**config.mk**
```make
export PLATFORM = sky130hd
export DESIGN_NAME = settle_timer
export DESIGN_NICKNAME = d
export VERILOG_FILES = /design/src/rtl/gate_truth_checker_settle_timer.sv
export SDC_FILE = /design/constraint.sdc
export NUM_CORES = 1
export LEC_CHECK = 0
export ABC_AREA = 0
export BUFFER_PORTS_ARGS = -buffer_cell sky130_fd_sc_hd__buf_2
export CORE_AREA = 5 5 42 44
export DETAILED_ROUTE_END_ITERATION = 16
export DIE_AREA = 0 0 47 49
export MAX_ROUTING_LAYER = met4
export SKIP_CTS_REPAIR_TIMING = 1
export SLEW_MARGIN = 0
export SYNTH_ARGS = -nofsm -noshare
export SYNTH_HDL_FRONTEND = slang
export SYNTH_SLANG_ARGS = --single-unit
```
**constraint.sdc**
```tcl
create_clock -name clk -period 1.2 [get_ports clk]
set_clock_uncertainty 0.1 [all_clocks]
set_input_delay 0.06 -clock clk [delete_from_list [all_inputs] [get_ports clk]]
set_output_delay 0.06 -clock clk [all_outputs]
set_load 0.05 [all_outputs]
```
**src/rtl/gate_truth_checker_settle_timer.sv**
```systemverilog
// 8-bit settle counter; hit flags the cycle on which the gate output is sampled.
module settle_timer #(
  parameter int SETTLE_CYCLES = 4
) (
  input  logic clk,
  input  logic rst_n,
  input  logic clear,
  input  logic enable,
  output logic hit
);

  localparam logic [7:0] HIT_VAL = 8'(SETTLE_CYCLES - 1);

  logic [7:0] cnt_q;
  logic [7:0] cnt_d;

  // Next count: clear has priority over enable.
  always_comb begin
    cnt_d = cnt_q;
    if (clear) begin
      cnt_d = 8'd0;
    end else if (enable) begin
      cnt_d = cnt_q + 8'd1;
    end else begin
      cnt_d = cnt_q;
    end
  end

  // Counter register.
  always_ff @(posedge clk or negedge rst_n) begin
    if (!rst_n) begin
      cnt_q <= 8'd0;
    end else begin
      cnt_q <= cnt_d;
    end
  end

  assign hit = (cnt_q == HIT_VAL);

endmodule

```
==> flow_summary.toml <==
[outcome]
outcome = "finished with violations"
violations = "negative setup slack"

[setup_path]
crit_fanout = 2
worstSetupStartpointType = "register"
critical_path_required_ns = 1.04
crit_chain = "nor4_2, and3_4, buf_8"
crit_type = "register to primary output"
cp.buffers_inverters = 1
cp.arrival_ns = 1.26
cp_slowest_cell = "dfrtp_1"
r2r_cells = 4
cp.depth = 3
crit_family = "simple AND/OR/NAND/NOR gates"
cp-end-kind = "primary output"
slowest_delay_ns = 0.39

[floorplanning]
rows = 14
fp.dieH_um = 49
fp.dieW_um = 47
core_area_mm2 = 0.00140
ios = 5
fp.dieArea_mm2 = 0.00230
start_util_pct = 29.4

[final_layout]
top_register = "cnt_q"
synthToLayoutAreaGrowth_pct = 49.2
largest_reg_flops = 8
fin_util_pct = 43.8
fin_nets = 64
top_regs = "cnt_q x8"
n_antenna_cell = 0
drive_above_1_share_pct = 43.9

[sta]
post-route-period-util_pct = 118
period_needed_ns = 1.42
tightest_slew_ns = 0.239
rsz0062_at_grt = "true"
setup_viol = 4
final_hold_viol_count = 0
slew_violations = 0
hold_slack_ns = 0.0617
slew_headroom_pct = 84.1
setup_slack_ns = -0.219
fmaxAchievable_ghz = 0.705

[detailed_routing]
vias = 361
routedWlPerCell_um = 12.2
dr.pass1.iters = 3
drt-initial-drc-count = 1
viasPerCell = 4.95
ant_nets = 0
drt_wl_total_um = 891
drcViolationCount = 0

[global_routing]
grt_start_max_net_pins = 9
antenna_found_initial = 0
grt.total_usage_pct = 9.18
grt_overflow = 0
grt_pass1_wl_um = 1400
grt_pass1_vias = 341

[power_and_ir_drop]
static-leakage-power_uw = 0.000273
p_per_area_mw_per_mm2 = 925
ir_worst_vdd_uv = 514

[clock_tree]
max-clock-path-buffers = 2
cts.reportedPaths.clkPinSlew_ns = 0.05
cts.htree.levels = 1
cts-root-buf = "clkbuf_4"
insertion_delay_ns = 0.25
cts_tree = "done"
clock_sink_count = 8
numCtsBuffers = 3

[synthesis]
synth_area_leaders = "dfrtp_1 49%, xor2_1 6.4%, nor2_1 5.5%"
yosys_warnings = 0
yosys.area.top_type = "dfrtp_1"
syn_inst = 40
synth_top_area_share_pct = 48.6
synth.distinct_cells = 17
syn_nets = 45
ys_seq_area_share_pct = 48.6
syn_area_um2 = 412
syn_area_per_cell_um2 = 10.3
ys_ff_latch = 8

[placed_design]
portBuffers = 4
hpwlAfterDp_um = 628
place_congestion = 0.736

[worst_hold_path]
whs_path_depth = 3
hold_class = "input pin to register"

[run]
max_cap_viol_count = 0
[metrics by stage]
| stage | setup slack, ns | instances | instance area [um^2] | TNS (ns) | power, uW |
|---|---|---|---|---|---|
| after floorplan | -0.0293 | 40 | 415 | -0.0293 | 322 |
| after global placement | -0.107 | 66 | 497 | -0.176 | 341 |
| after detailed placement | -0.131 | 66 | 497 | -0.264 | 342 |
| after CTS | -0.332 | 69 | 519 | -0.589 | 549 |
| after global routing | -0.299 | 73 | 614 | -0.903 | 599 |
| final | -0.219 | 73 | 614 | -0.582 | 568 |
[layer usage]
metal	track usage (%)	part of all wire, %	vias to the layer above
met1	11.3	44	179
met4	8.29	1.1	0
met5	-	0	-
met3	3.32	1.7	2
met2	11.1	53	3
li1	-	-	177
[layout by cell type, fill, tap and decap left out, types with 2 or more instances in the layout]
cell type  netlist  layout
a21oi_1          3       2
nand2_1          3       3
or3_1            3       2
nor2_1           6       6
buf_6            1       4
nand4_1          2       2
dfrtp_1          8       8
xor2_1           3       3
buf_4            1       7
buf_2            0       3
clkbuf_4         0       3
o21ai_0          3       3
[power breakdown]
part / internal (uW) / switching (uW) / total (uW)
combinational: 41.8 / 38.5 / 80.3
sequential: 277 / 10.5 / 288
clock: 114 / 86.0 / 200
[cells in the mapped netlist]
master / instances
o21ai_0: 3
buf_6: 1
ha_1: 1
buf_4: 1
a21oi_1: 3
dfrtp_1: 8
o2111ai_2: 1
nand2_1: 3
nand4_2: 1
or3_1: 3
xnor2_1: 1
and3_1: 1
nor2_1: 6
nor4_1: 1
nand4_1: 2
xor2_1: 3
mux2i_1: 1
[worst min-delay path, stage by stage]
cell and delay [ns]:
buf_2 0.10, buf_4 0.16, nor2_1 0.05
[worst paths after layout]
check	from	to	slack (ns)
setup / recovery	cnt_q[6]	hit	-0.22
hold / removal	clear	cnt_q[0]	0.06
setup reg to reg	cnt_q[1]	cnt_q[5]	-0.14
hold reg to reg	cnt_q[7]	cnt_q[7]	0.47
max in group asynchronous	rst_n	cnt_q[6]	0.74
min in group asynchronous	rst_n	cnt_q[1]	0.08
[final cells by class]
class                      instances  area (um^2)
tap                               16         20.0
multi-input combinational         30          234
clock buffer                       3         22.5
fill                             133          787
timing repair buffer              16          138
sequential                         8          200
[logic make-up (layout without fill, tap and decap cells)]
family | after synthesis | count (layout) | share of synthesized area (%)
and+or+nand+nor | 17 | 17 | 21.9
muxes | 1 | 1 | 2.43
AOI/OAI and AO/OA | 7 | 7 | 10.9
adders and majority gates | 1 | 1 | 3.04
DFF | 8 | 8 | 48.6
xor gates and xnor gates | 4 | 4 | 8.51
buffers and inverters | 2 | 19 | 4.56
(Power assumes the default switching activity.)
